File: src/rtl/seg_pkg.sv
// Shared types and segment encodings for the matchstick display stage.
// Segments are active-low, ordered {g,f,e,d,c,b,a}.
package seg_pkg;

    localparam logic [6:0] SEG_0     = 7'b1000000;
    localparam logic [6:0] SEG_1     = 7'b1111001;
    localparam logic [6:0] SEG_2     = 7'b0100100;
    localparam logic [6:0] SEG_3     = 7'b0110000;
    localparam logic [6:0] SEG_4     = 7'b0011001;
    localparam logic [6:0] SEG_5     = 7'b0010010;
    localparam logic [6:0] SEG_6     = 7'b0000010;
    localparam logic [6:0] SEG_7     = 7'b1111000;
    localparam logic [6:0] SEG_8     = 7'b0000000;
    localparam logic [6:0] SEG_9     = 7'b0010000;
    localparam logic [6:0] SEG_E     = 7'b0000110;
    localparam logic [6:0] SEG_R     = 7'b0101111;
    localparam logic [6:0] SEG_N     = 7'b0101011;
    localparam logic [6:0] SEG_D     = 7'b0100001;
    localparam logic [6:0] SEG_DASH  = 7'b0111111;
    localparam logic [6:0] SEG_BLANK = 7'b1111111;

    typedef logic [1:0] digit_idx_t;

    typedef enum logic [1:0] {
        IDLE,
        SHIFT,
        DONE
    } conv_state_e;

    function automatic logic [6:0] seg_digit(input logic [3:0] v);
        logic [6:0] s;
        case (v)
            4'd0:    s = SEG_0;
            4'd1:    s = SEG_1;
            4'd2:    s = SEG_2;
            4'd3:    s = SEG_3;
            4'd4:    s = SEG_4;
            4'd5:    s = SEG_5;
            4'd6:    s = SEG_6;
            4'd7:    s = SEG_7;
            4'd8:    s = SEG_8;
            4'd9:    s = SEG_9;
            default: s = SEG_BLANK;
        endcase
        return s;
    endfunction

    // Add 3 to every BCD nibble that is 5 or more, ahead of the next left shift.
    function automatic logic [19:0] dabble_adjust(input logic [19:0] v);
        logic [19:0] r;
        r = v;
        for (int i = 0; i < 5; i++) begin
            if (v[i*4 +: 4] >= 4'd5) r[i*4 +: 4] = v[i*4 +: 4] + 4'd3;
        end
        return r;
    endfunction

endpackage

File: src/rtl/seg_display_scan_if.sv
// Game-FSM to display-stage bundle: stick count and flags in, digit scan out.
interface seg_display_scan_if;

    logic [15:0] datain;
    logic        user;
    logic        wrong;
    logic        finish;
    logic [3:0]  grounds;
    logic [6:0]  display;

    modport master (
        output datain, user, wrong, finish,
        input  grounds, display
    );

    modport slave (
        input  datain, user, wrong, finish,
        output grounds, display
    );

endinterface

File: src/rtl/bcd_double_dabble.sv
// Sequential binary-to-BCD converter: one load cycle, then sixteen add-3/shift cycles.
module bcd_double_dabble
    import seg_pkg::*;
(
    input  logic        clk,
    input  logic        rst_n,
    input  logic        start,
    input  logic [15:0] bin,
    output logic        busy,
    output logic        done,
    output logic [19:0] bcd
);

    conv_state_e state_q, state_d;
    logic [35:0] sr_q, sr_d;
    logic [3:0]  cnt_q, cnt_d;

    always_comb begin
        state_d = state_q;
        sr_d    = sr_q;
        cnt_d   = cnt_q;
        unique case (state_q)
            IDLE: begin
                if (start) begin
                    sr_d    = {20'd0, bin};
                    cnt_d   = '0;
                    state_d = SHIFT;
                end
            end
            SHIFT: begin
                sr_d  = {dabble_adjust(sr_q[35:16]), sr_q[15:0]} << 1;
                cnt_d = cnt_q + 4'd1;
                if (cnt_q == 4'd15) state_d = DONE;
            end
            DONE:    state_d = IDLE;
            default: state_d = IDLE;
        endcase
    end

    always_ff @(posedge clk or negedge rst_n) begin
        if (!rst_n) begin
            state_q <= IDLE;
            sr_q    <= '0;
            cnt_q   <= '0;
        end else begin
            state_q <= state_d;
            sr_q    <= sr_d;
            cnt_q   <= cnt_d;
        end
    end

    assign busy = (state_q != IDLE);
    assign done = (state_q == DONE);
    assign bcd  = sr_q[35:16];

endmodule

File: src/rtl/seg_display_scan.sv
// Four-digit common-anode scan of the remaining stick count, with blanking and text messages.
module seg_display_scan
    import seg_pkg::*;
#(
    parameter int unsigned REFRESH_BITS = 16,
    parameter int unsigned BLINK_BITS   = 24
) (
    input  logic               clk,
    input  logic               rst_n,
    seg_display_scan_if.slave  bus
);

    logic [15:0]             last_q, last_d;
    logic                    conv_valid_q, conv_valid_d;
    logic [11:0]             bcd_q, bcd_d;
    logic                    ovf_q, ovf_d;
    logic [REFRESH_BITS-1:0] refresh_q, refresh_d;
    digit_idx_t              idx_q, idx_d;
    logic [BLINK_BITS-1:0]   blink_q, blink_d;
    logic [3:0]              grounds_q, grounds_d;
    logic [6:0]              display_q, display_d;

    logic        start;
    logic        conv_busy;
    logic        conv_done;
    logic [19:0] conv_bcd;
    logic        unused_bcd_hi;
    logic        refresh_wrap;
    logic [6:0]  digit_seg;

    bcd_double_dabble u_conv (
        .clk   (clk),
        .rst_n (rst_n),
        .start (start),
        .bin   (bus.datain),
        .busy  (conv_busy),
        .done  (conv_done),
        .bcd   (conv_bcd)
    );

    assign unused_bcd_hi = ^conv_bcd[19:12];

    // A new conversion is launched whenever the converter is free and the shown value is stale.
    always_comb begin
        last_d       = last_q;
        conv_valid_d = conv_valid_q;
        bcd_d        = bcd_q;
        ovf_d        = ovf_q;
        start        = 1'b0;
        if (!conv_busy && (!conv_valid_q || (bus.datain != last_q))) begin
            start  = 1'b1;
            last_d = bus.datain;
        end
        if (conv_done) begin
            bcd_d        = conv_bcd[11:0];
            ovf_d        = (last_q > 16'd999);
            conv_valid_d = 1'b1;
        end
    end

    always_comb begin
        refresh_wrap = &refresh_q;
        refresh_d    = refresh_q + REFRESH_BITS'(1);
        blink_d      = blink_q + BLINK_BITS'(1);
        idx_d        = refresh_wrap ? idx_q + digit_idx_t'(1) : idx_q;
    end

    // Content of the digit about to be selected; finish outranks wrong outranks the count.
    always_comb begin
        digit_seg = SEG_BLANK;
        if (bus.finish) begin
            unique case (idx_d)
                2'd3: digit_seg = bus.user ? SEG_2 : SEG_1;
                2'd2: digit_seg = SEG_E;
                2'd1: digit_seg = SEG_N;
                default: digit_seg = SEG_D;
            endcase
        end else if (bus.wrong) begin
            if (!blink_q[BLINK_BITS-1]) begin
                unique case (idx_d)
                    2'd3: digit_seg = SEG_BLANK;
                    2'd2: digit_seg = SEG_E;
                    default: digit_seg = SEG_R;
                endcase
            end
        end else if (idx_d == 2'd3) begin
            digit_seg = bus.user ? SEG_2 : SEG_1;
        end else if (conv_valid_q) begin
            if (ovf_q) begin
                digit_seg = SEG_DASH;
            end else begin
                unique case (idx_d)
                    2'd2: digit_seg = (bcd_q[11:8] == 4'd0) ? SEG_BLANK : seg_digit(bcd_q[11:8]);
                    2'd1: digit_seg = (bcd_q[11:4] == 8'd0) ? SEG_BLANK : seg_digit(bcd_q[7:4]);
                    default: digit_seg = seg_digit(bcd_q[3:0]);
                endcase
            end
        end
    end

    // grounds==1111 only right after reset, so d0 gets driven on the first clock.
    always_comb begin
        grounds_d = grounds_q;
        display_d = display_q;
        if (refresh_wrap || (grounds_q == 4'b1111)) begin
            grounds_d = ~(4'b0001 << idx_d);
            display_d = digit_seg;
        end
    end

    always_ff @(posedge clk or negedge rst_n) begin
        if (!rst_n) begin
            last_q       <= '0;
            conv_valid_q <= 1'b0;
            bcd_q        <= '0;
            ovf_q        <= 1'b0;
            refresh_q    <= '0;
            idx_q        <= '0;
            blink_q      <= '0;
            grounds_q    <= 4'b1111;
            display_q    <= SEG_BLANK;
        end else begin
            last_q       <= last_d;
            conv_valid_q <= conv_valid_d;
            bcd_q        <= bcd_d;
            ovf_q        <= ovf_d;
            refresh_q    <= refresh_d;
            idx_q        <= idx_d;
            blink_q      <= blink_d;
            grounds_q    <= grounds_d;
            display_q    <= display_d;
        end
    end

    assign bus.grounds = grounds_q;
    assign bus.display = display_q;

endmodule

File: src/flat_wrapper.sv
// flat-port wrapper written by rule: the top's interface ports become plain ports
module seg_display_scan_flat import seg_pkg::*;
#(
    parameter int unsigned REFRESH_BITS = 16,
    parameter int unsigned BLINK_BITS   = 24
)
  (clk, rst_n, bus_datain, bus_user, bus_wrong, bus_finish, bus_grounds, bus_display);
  seg_display_scan_if bus_i ();
  input  logic clk;
  input  logic rst_n;
  input wire logic [$bits(bus_i.datain)-1:0] bus_datain;
  input wire logic [$bits(bus_i.user)-1:0] bus_user;
  input wire logic [$bits(bus_i.wrong)-1:0] bus_wrong;
  input wire logic [$bits(bus_i.finish)-1:0] bus_finish;
  output wire logic [$bits(bus_i.grounds)-1:0] bus_grounds;
  output wire logic [$bits(bus_i.display)-1:0] bus_display;
  assign bus_i.datain = bus_datain;
  assign bus_i.user = bus_user;
  assign bus_i.wrong = bus_wrong;
  assign bus_i.finish = bus_finish;
  assign bus_grounds = bus_i.grounds;
  assign bus_display = bus_i.display;
  seg_display_scan #(.REFRESH_BITS(REFRESH_BITS), .BLINK_BITS(BLINK_BITS)) u_core (.clk(clk), .rst_n(rst_n), .bus(bus_i));
endmodule
File: config.mk
export PLATFORM = sky130hd
export DESIGN_NAME = seg_display_scan_flat
export DESIGN_NICKNAME = d
export VERILOG_FILES = /design/src/rtl/seg_pkg.sv /design/src/rtl/seg_display_scan_if.sv /design/src/rtl/bcd_double_dabble.sv /design/src/rtl/seg_display_scan.sv /design/src/flat_wrapper.sv
export SDC_FILE = /design/constraint.sdc
export NUM_CORES = 1
export LEC_CHECK = 0
export ABC_CLOCK_PERIOD_IN_PS = 3800
export CORE_AREA = 2 2 126 128
export DETAILED_ROUTE_END_ITERATION = 7
export DIE_AREA = 0 0 128 130
export MAX_ROUTING_LAYER = met4
export PLACE_DENSITY = 0.73
export SLEW_MARGIN = 20
export SYNTH_ARGS = -nofsm -noshare
export SYNTH_HDL_FRONTEND = slang
export SYNTH_HIERARCHICAL = 1
export SYNTH_SLANG_ARGS = --single-unit
export TNS_END_PERCENT = 30
File: constraint.sdc
create_clock -name clk -period 3.8 [get_ports clk]
set_input_delay 0.95 -clock clk [delete_from_list [all_inputs] [get_ports clk]]
set_output_delay 0.95 -clock clk [all_outputs]
set_load 0.02 [all_outputs]
# After elaboration in Yosys (flattened, before gate mapping)
# Memories as Yosys holds them, arrays and structs flattened.
# Cells that the tools add are included.
[totals] regBits=125 mem_bits_ro=336 output_inout_bits=11 word_cells=81 memories=3
[memory_table] memory="(name not given)" depth=16 width=7 read_ports=1 rd_ports_with_merged_regs=0 wr=0 line="seg_pkg.sv:32" source="case (v)"
[memory_table] memory="(name not given)" depth=16 width=7 read_ports=1 rd_ports_with_merged_regs=0 wr=0 line="seg_pkg.sv:32"
[memory_table] memory="(name not given)" depth=16 width=7 read_ports=1 rd_ports_with_merged_regs=0 wr=0 line="seg_pkg.sv:32"
[op_classes] n_addsub=9 n_lt_le_gt_ge=6 eq_ne=10 n_shift=1 mux=26 bitwise_logic=1 n_reduce_logical=13
[op_table] op="36-bit one-hot mux with 2 select lines" n=1
[op_table] op="7-bit two-way mux" n=9
[op_table] op="36-bit two-way mux" n=1
[op_table] op="7-bit one-hot mux with 2 select lines" n=2
[op_table] op="24-bit by 1-bit adder with 24-bit output, second input constant" n=1
[op_table] op="7-bit one-hot mux with 3 select lines" n=1
[op_table] op="4-bit by 3-bit greater-or-equal comparator with 1-bit output, second input constant" n=5
[op_table] op="4-bit two-way mux" n=5
[op_table] op="16-bit by 1-bit adder with 16-bit output, second input constant" n=1
[op_table] op="4-bit by 2-bit adder with 4-bit output, second input constant" n=4
[op_table] op="16-bit by 10-bit greater-than comparator with 1-bit output, second input constant" n=1
[op_table] op="16-bit inequality test" n=1
[op_table] op="16-bit AND reduction" n=1
[op_table] op="4-bit == test, second input constant" n=2
[op_table] op="8-bit zero test" n=1
[op_table] op="4-bit one-hot mux with 2 select lines" n=1
[op_table] op="2-bit == test, second input constant" n=3
[op_table] op="2-bit two-way mux" n=3
[op_table] op="4-bit by 1-bit adder with 4-bit output, second input constant" n=1
[op_table] op="2-bit by 1-bit == test with 1-bit output, second input constant" n=2
[op_table] op="4-bit zero test" n=1
[op_table] op="4-bit inverter" n=1
[op_table] op="2-bit one-hot mux with 2 select lines" n=1
[op_table] op="2-bit AND reduction" n=2
[op_table] op="other kinds (12)" n=15

# Longest topological paths before layout
# Gate-level depths: netlist of the first run.
[logic_depth] ltp_word=9 mapped_depth=12 depth_no_buf=12

# By module
# The synthesis of the first run kept the hierarchy.
[by_module_without_submodules] module="seg_display_scan" instances=1 cells_each=440 area_each_um2=4501.8 seq_area_each_um2=2090.8
[by_module_without_submodules] module="bcd_double_dabble" instances=1 cells_each=255 area_each_um2=2506.2 seq_area_each_um2=1051.0

# Worst setup path before layout of the first run
# OpenSTA, ideal clock, no wires.
[synth_path] kind="register -> register" start="register u_core.refresh_q[0]" end="register u_core.display_q[1] (netlist: u_core/bus.display[1])" setup_time_ns=0.079 t_arrival_ns=2.647 required_ns=3.721 setup_slack_ns=1.073 stages_incl_launch_ff=13 path_cell_list="dfrtp_1 -> ha_1 -> nand3_4 -> nor3_4 -> nand2_1 -> xnor2_1 -> inv_1 -> ha_1 -> o31a_1 -> a221o_1 -> a21oi_1 -> o21ai_0 -> a22o_1"
[synth_via] elab_chain_cells=9
[synth_lines] item="from (decl)" line="seg_display_scan.sv:17" source="logic [REFRESH_BITS-1:0] refresh_q, refresh_d;"
[synth_lines] item="from (signal assigned)" line="seg_display_scan.sv:127" source="refresh_q <= refresh_d;"
[synth_lines] item="16-bit AND reduction *" line="seg_display_scan.sv:62" source="refresh_wrap = &refresh_q;"
[synth_lines] item="2-bit two-way mux *" line="seg_display_scan.sv:65" source="idx_d = refresh_wrap ? idx_q + digit_idx_t'(1) : idx_q;"
[synth_lines] item="net u_core.idx_d[1]" line="seg_display_scan.sv:18" source="digit_idx_t idx_q, idx_d;"
[synth_lines] item="2-bit by 1-bit == test with 1-bit output / 2-bit == test (equally long branches)" line="seg_display_scan.sv:72, seg_display_scan.sv:92"
[synth_lines] item="7-bit one-hot mux with 2 select lines" line="seg_display_scan.sv:92" source="unique case (idx_d)"
[synth_lines] item="7-bit two-way mux" line="seg_display_scan.sv:89" source="if (ovf_q) begin"
[synth_lines] item="7-bit two-way mux" line="seg_display_scan.sv:88" source="end else if (conv_valid_q) begin"
[synth_lines] item="7-bit two-way mux" line="seg_display_scan.sv:86" source="end else if (idx_d == 2'd3) begin"
[synth_lines] item="7-bit two-way mux" line="seg_display_scan.sv:78" source="end else if (bus.wrong) begin"
[synth_lines] item="7-bit two-way mux *" line="seg_display_scan.sv:71" source="if (bus.finish) begin"
[synth_lines] item="to (signal assigned)" line="seg_display_scan.sv:131" source="display_q <= display_d;"
[synth_lines] item="to (decl)" line="seg_display_scan.sv:21" source="logic [6:0] display_q, display_d;"
# The timed path passes the listed nets; every way through them passes the cells marked *.
# A chain may end at the register's enable or synchronous reset.

# Worst setup path after layout of the first run
[layout_path] start="register u_core.refresh_q[0]" end="register u_core.display_q[4] (netlist: u_core/bus.display[4])"
[layout_via] elab_chain_cells=9
[layout_lines] item="16-bit AND reduction *" line="seg_display_scan.sv:62"
[layout_lines] item="2-bit two-way mux *" line="seg_display_scan.sv:65"
[layout_lines] item="net u_core.idx_d[1]" line="seg_display_scan.sv:18"
[layout_lines] item="2-bit by 1-bit == test with 1-bit output / 2-bit == test (equally long branches)" line="seg_display_scan.sv:72, seg_display_scan.sv:92, seg_display_scan.sv:80"
[layout_lines] item="7-bit one-hot mux with 2 select lines" line="seg_display_scan.sv:92"
[layout_lines] item="7-bit two-way mux" line="seg_display_scan.sv:89"
[layout_lines] item="7-bit two-way mux" line="seg_display_scan.sv:88"
[layout_lines] item="7-bit two-way mux" line="seg_display_scan.sv:86"
[layout_lines] item="7-bit two-way mux" line="seg_display_scan.sv:78"
[layout_lines] item="7-bit two-way mux *" line="seg_display_scan.sv:71"
# Marks and branches as above.

==> results.sh, run 1 <==
export IMPL_wl_mm=13.06
export IMPL_syn_area_per_cell_sq_um=10.10
export IMPL_drive_gt1_share_pct=12.50
export IMPL_skew_ps=11.44
export IMPL_clock_path_buffers=2
export IMPL_hold_viol_final=0
export IMPL_status="finished clean"
export IMPL_h_tree_depth=4
export IMPL_slew_headroom_pct=52.12
export IMPL_clk_latency_ps=420
export IMPL_end_kind="flop"
export IMPL_switching_share_pct=34.30
export IMPL_drtAntennaViolNets=0
export IMPL_detail_route_first_pass_iterations=4
export IMPL_grt_first_pass_wirelength_mm=22.68
export IMPL_crit_required_ps=4110
export IMPL_fmax_ghz=0.3054
export IMPL_combinationalPowerShare_pct=30.9
export IMPL_power_frac_seq_pct=37.0
export IMPL_tightest_slew_ps=716.7
export IMPL_yosysWarnings=6
export IMPL_crit_type="flop to flop"
export IMPL_hp_class="flop to flop"
export IMPL_p_sw_uw=1732
export IMPL_min_path_cells=1
export IMPL_ctsHoldBuffers=0
export IMPL_top_level_ports=32
export IMPL_r2r_end="u_core/bus.display[4]"
export IMPL_maxSlewViolCount=0
export IMPL_cts_setup_buffers=0
export IMPL_postCtsResizedCells=0
export IMPL_cap_violations=0
export IMPL_syn_area_sq_mm=0.006475
export IMPL_p_int_uw=3319
export IMPL_fp_coreArea_sq_mm=0.01542
export IMPL_drc_errors=0
export IMPL_place_congestion=0.8689
export IMPL_p_clk_share_pct=32.1
export IMPL_rsz0062_at_grt="false"
export IMPL_grt_pass1_vias=4834
export IMPL_root_buffer="clkbuf_16"
export IMPL_die_w_um=128
export IMPL_reg2reg_setup_slack_ps=530
export IMPL_timing_final_crit_period_ps=3275
export IMPL_hold_path_endpoint="u_core/refresh_q[4]"
export IMPL_syn_inst=641
export IMPL_final_cell_area_sq_mm=0.007448
export IMPL_clk_pin_slew_worst_paths_ps=50
export IMPL_pre_cts_ws_ps=506.8
export IMPL_syn2layout_area_growth_pct=15.03
export IMPL_power_leakage_uw=0.003207
export IMPL_clock_sinks=117
export IMPL_cp_data_arrival_time_ps=3580
export IMPL_antenna_cells=0
export IMPL_worstRegToRegCells=12
export IMPL_period_share_pct=86.18
export IMPL_grt_usage_pct=17.46
export IMPL_ir_drop_v=0.0003855
export IMPL_start_kind="flop"
export IMPL_setup_viol=0
export IMPL_port_buffers=31
export IMPL_post_route_worst_setup_slack_ps=525.2
export IMPL_cts_buffers_inserted=17
export IMPL_grt_overflow_total=0
export IMPL_worstReg2RegStart="u_core/refresh_q[0]"
export IMPL_grt_max_degree=42
export IMPL_rows=46
export IMPL_post_drt_wl_per_cell_um=15.11
export IMPL_finalSetupTns_ps=0
export IMPL_grt_antenna_before_repair=0
export IMPL_dp_hpwl_mm=9.313
export IMPL_fill_cells=1384
export IMPL_start_util_pct=41.98
export IMPL_die_h_um=130
export IMPL_fp_dieArea_sq_mm=0.01664
export IMPL_path_max_fanout=12
export IMPL_powerDensity_mw_per_mm2=678.1
export IMPL_tritoncts="done"
export IMPL_routed_via_density=5.492
export IMPL_vias=4745
export IMPL_fin_nets=710
export IMPL_placed_area_sq_mm=0.006844
export IMPL_drtIter0Drc=277
export IMPL_synth_nets=692
export IMPL_hp_start="u_core/refresh_q[4]"
registers in the layout, summed over array words and instances, names as in the netlist:
register               count
u_core/u_conv/sr_q        28
u_core/blink_q            24
u_core/last_q             16
u_core/refresh_q          16
u_core/bcd_q              12
u_core/bus.display         7
u_core/bus.grounds         4
u_core/u_conv/cnt_q        4
u_core/idx_q               2
u_core/u_conv/state_q      2
u_core/conv_valid_q        1
u_core/ovf_q               1
cell type report:
cell class	count	area [sq um]	area share (%)
Tap cell	192	240.2	3.225
Clock inverter	10	127.6	1.713
Inverter	36	135.1	1.814
Sequential cell	117	2942	39.49
Clock buffer	22	474.2	6.367
Timing Repair Buffer	38	360.3	4.838
Multi-Input combinational cell	449	3169	42.55
placed cells by master (no fill, tap or decap), types with 6 or more instances in the layout:
master / n
clkdlybuf4s50_1: 30
nand2b_1: 9
o21ai_0: 46
o2111ai_1: 7
nor2b_1: 19
o221ai_1: 7
clkbuf_16: 17
dfstp_2: 11
nand3_1: 19
nand2_1: 45
buf_4: 8
xor2_1: 13
nor2_1: 32
nor3_1: 7
inv_1: 36
a21oi_1: 37
a22oi_1: 18
ha_1: 30
nand4_1: 11
dfrtp_1: 106
xnor2_1: 43
and3_1: 8
clkinv_2: 6
mux2_2: 20
worst max-delay path, stage by stage (launching register included):
cell and delay [ps]:
dfrtp_1 390, ha_1 280, nand3_4 160, nor3_4 430
nand2_1 130, xnor2_1 370, ha_1 430, inv_1 100
nor3_1 330, o211a_1 210, a311oi_1 40, o21ai_0 200
a21oi_1 90
worst max path at each step:
stage	start	endpoint	slack (ps)
finish	u_core/refresh_q[0]	u_core/bus.display[4]	530
global route	u_core/refresh_q[0]	u_core/bus.display[4]	190
CTS	u_core/refresh_q[0]	u_core/bus.display[4]	560
detailed placement	bus_datain[1]	u_core/u_conv/sr_q[15]	510
global placement	bus_datain[15]	u_core/u_conv/sr_q[5]	580
floorplan	u_core/refresh_q[0]	u_core/bus.display[1]	1070
metal layers:
metal,up-vias,global-route usage (%),share of wire [%]
li1,2300,-,-
met1,2315,21.74,47
met2,107,27.37,48
met3,23,4.182,3.3
met4,0,7.498,1.7
met5,-,-,0
per-stage QoR:
stage / utilization, % / power [uW] / hold WS, ps / instances
floorplan: - / 3131 / 433.7 / 641
global placement: 44.37 / 3328 / 449.2 / 832
detailed placement: 44.37 / 3418 / 454.1 / 832
CTS: 48.27 / 5068 / 467.1 / 864
global route: 48.29 / 5386 / 481.5 / 864
finish: 48.29 / 5051 / 461.5 / 864
power by group through the flow:
| stage | logic [uW] | clock network, uW | registers (uW) |
|---|---|---|---|
| after floorplan | 1380 | 0 | 1750 |
| after global placement | 1470 | 0 | 1860 |
| after detailed placement | 1540 | 0 | 1880 |
| after CTS | 1550 | 1660 | 1860 |
| after global routing | 1750 | 1720 | 1910 |
| final | 1560 | 1620 | 1870 |
No activity file was read; power rests on OpenSTA's default activity.
==> run 2, diff against run 1 <==
--- a/config.mk
+++ b/config.mk
@@ -10,7 +10,7 @@
 export DETAILED_ROUTE_END_ITERATION = 7
 export DIE_AREA = 0 0 128 130
 export MAX_ROUTING_LAYER = met4
-export PLACE_DENSITY = 0.73
+export PLACE_DENSITY_LB_ADDON = 0.3
 export SLEW_MARGIN = 20
 export SYNTH_ARGS = -nofsm -noshare
 export SYNTH_HDL_FRONTEND = slang
==> results.sh, run 2 (synthesized netlist as in run 1, its figures left out) <==
export IMPL_top_level_ports=32
export IMPL_largest_register_ffs=28
export IMPL_end_kind="flop"
export IMPL_power_frac_seq_pct=35.7
export IMPL_wl_mm=13.20
export IMPL_status="finished clean"
export IMPL_final_cell_mix="dfrtp_1, o21ai_0, nand2_1"
export IMPL_start_util_pct=41.98
export IMPL_fp_dieArea_sq_mm=0.01664
export IMPL_grt_max_degree=53
export IMPL_hp_class="flop to flop"
export IMPL_vias=4696
export IMPL_antenna_cells=0
export IMPL_rows=46
export IMPL_fill_cells=1409
export IMPL_worstReg2RegStart="u_core/refresh_q[0]"
export IMPL_crit_start="u_core/refresh_q[0]"
export IMPL_rsz0062_at_grt="false"
export IMPL_drc_errors=0
export IMPL_cp_data_arrival_time_ps=3640
export IMPL_die_h_um=130
export IMPL_fmax_ghz=0.3002
export IMPL_ctsHoldBuffers=0
export IMPL_skew_ps=8.605
export IMPL_dp_hpwl_mm=9.207
export IMPL_cts_setup_buffers=0
export IMPL_p_sw_uw=1739
export IMPL_ir_drop_v=0.0003731
export IMPL_grt_first_pass_wirelength_mm=22.23
export IMPL_port_buffers=31
export IMPL_cts_buffers_inserted=17
export IMPL_worstRegToRegCells=12
export IMPL_syn2layout_area_growth_pct=16.06
export IMPL_drive_gt1_share_pct=12.65
export IMPL_path_max_fanout=12
export IMPL_power_leakage_uw=0.003229
export IMPL_postCtsResizedCells=0
export IMPL_period_share_pct=87.65
export IMPL_fp_coreArea_sq_mm=0.01542
export IMPL_clk_latency_ps=420
export IMPL_clock_path_buffers=2
export IMPL_top_register="u_core/u_conv/sr_q"
export IMPL_finalSetupTns_ps=0
export IMPL_slew_headroom_pct=27.60
export IMPL_clock_sinks=117
export IMPL_critPathCapture="u_core/bus.display[4]"
export IMPL_h_tree_depth=4
export IMPL_post_drt_wl_per_cell_um=15.28
export IMPL_drtAntennaViolNets=0
export IMPL_maxSlewViolCount=0
export IMPL_powerDensity_mw_per_mm2=694.9
export IMPL_reg2reg_setup_slack_ps=470
export IMPL_clk_pin_slew_worst_paths_ps=50
export IMPL_p_int_uw=3483
export IMPL_detail_route_first_pass_iterations=4
export IMPL_grt_antenna_before_repair=0
export IMPL_hold_viol_final=0
export IMPL_fin_nets=710
export IMPL_grt_pass1_vias=4659
export IMPL_switching_share_pct=33.30
export IMPL_place_congestion=0.8578
export IMPL_tritoncts="done"
export IMPL_crit_required_ps=4110
export IMPL_p_total_uw=5222
export IMPL_start_kind="flop"
export IMPL_timing_final_crit_period_ps=3331
export IMPL_top_regs="u_core/u_conv/sr_q x28, u_core/blink_q x24"
export IMPL_layout_commonest_cell="dfrtp_1"
export IMPL_setup_viol=0
export IMPL_root_buffer="clkbuf_16"
export IMPL_p_clk_share_pct=34.6
export IMPL_crit_type="flop to flop"
export IMPL_r2r_end="u_core/bus.display[4]"
export IMPL_drtIter0Drc=272
export IMPL_combinationalPowerShare_pct=29.8
export IMPL_grt_overflow_total=0
export IMPL_die_w_um=128
export IMPL_grt_usage_pct=17.38
export IMPL_cap_violations=0
export IMPL_tightest_slew_ps=1084
export IMPL_routed_via_density=5.435
==> run 2: cell count changes in the layout (fill, tap and decap cells not counted), sizes merged <==
cell / change
clkinvlp: +2
clkbuf: -4
clkinv: -1
bufinv: +3
==> run 2: per-stage QoR <==
step | area, sq um | utilization [%] | setup slack [ps] | std cells | hold WS (ps)
finish | 7515 | 48.72 | 469.1 | 864 | 456.7
global placement | 6844 | 44.37 | 413.5 | 832 | 449.1
floorplan | 6475 | - | 1073 | 641 | 433.7
CTS | 7515 | 48.72 | 505.2 | 864 | 463.4
detailed placement | 6844 | 44.37 | 419.6 | 832 | 452.5
global route | 7515 | 48.72 | 216.3 | 864 | 486.3
==> run 2: per-layer routing <==
layer,GRT usage (%),vias to the layer above,wire (um)
li1,-,2302,-
met1,21.72,2286,6151
met2,27.12,87,6403
met3,4.018,21,461
met4,7.757,0,188
met5,-,-,0
==> run 2: final cells by class <==
class	instances	area, sq um	share of cell area (%)
clock buffers	18	439.2	5.844
clock inverters	14	231.5	3.080
inverters	36	135.1	1.798
multi-input cells	449	3167	42.14
flip-flops and latches	117	2942	39.14
well taps	192	240.2	3.197
repair buffers	38	360.3	4.795
==> run 2: power by group through the flow <==
stage          clock network, uW  logic [uW]  registers, uW
5_1_grt                     1900        1740           1910
2_1_floorplan                  0        1380           1750
3_5_place_dp                   0        1540           1870
3_3_place_gp                   0        1500           1860
4_1_cts                     1840        1560           1860
6_report                    1810        1550           1860
==> run 2: worst min path at each step <==
stage                         start  cells past startpoint                    to  slack, ps
2_1_floorplan    u_core/blink_q[18]                      1    u_core/blink_q[18]        430
3_3_place_gp   u_core/refresh_q[15]                      1  u_core/refresh_q[15]        450
3_5_place_dp     u_core/blink_q[18]                      1    u_core/blink_q[18]        450
4_1_cts          u_core/blink_q[18]                      1    u_core/blink_q[18]        460
5_1_grt         u_core/refresh_q[0]                      1   u_core/refresh_q[0]        490
6_report         u_core/blink_q[18]                      1    u_core/blink_q[18]        460
==> run 2: worst max-delay path, stage by stage (launching register included) <==
cell and delay (ps):
dfrtp_1 380, ha_1 270, nand3_4 150, nor3_4 420, nand2_1 130, xnor2_1 390, ha_1 430, inv_1 110
nor3_1 330, o211a_1 210, a311oi_1 50, o21ai_0 250, a21oi_1 100
==> run 3, diff against run 2 <==
--- a/config.mk
+++ b/config.mk
@@ -11,6 +11,7 @@
 export DIE_AREA = 0 0 128 130
 export MAX_ROUTING_LAYER = met4
 export PLACE_DENSITY_LB_ADDON = 0.3
+export SETUP_SLACK_MARGIN = 0.1
 export SLEW_MARGIN = 20
 export SYNTH_ARGS = -nofsm -noshare
 export SYNTH_HDL_FRONTEND = slang
==> results of run 3 <==
Same layout as run 2: the final DEF is identical, and so are final timing and power.
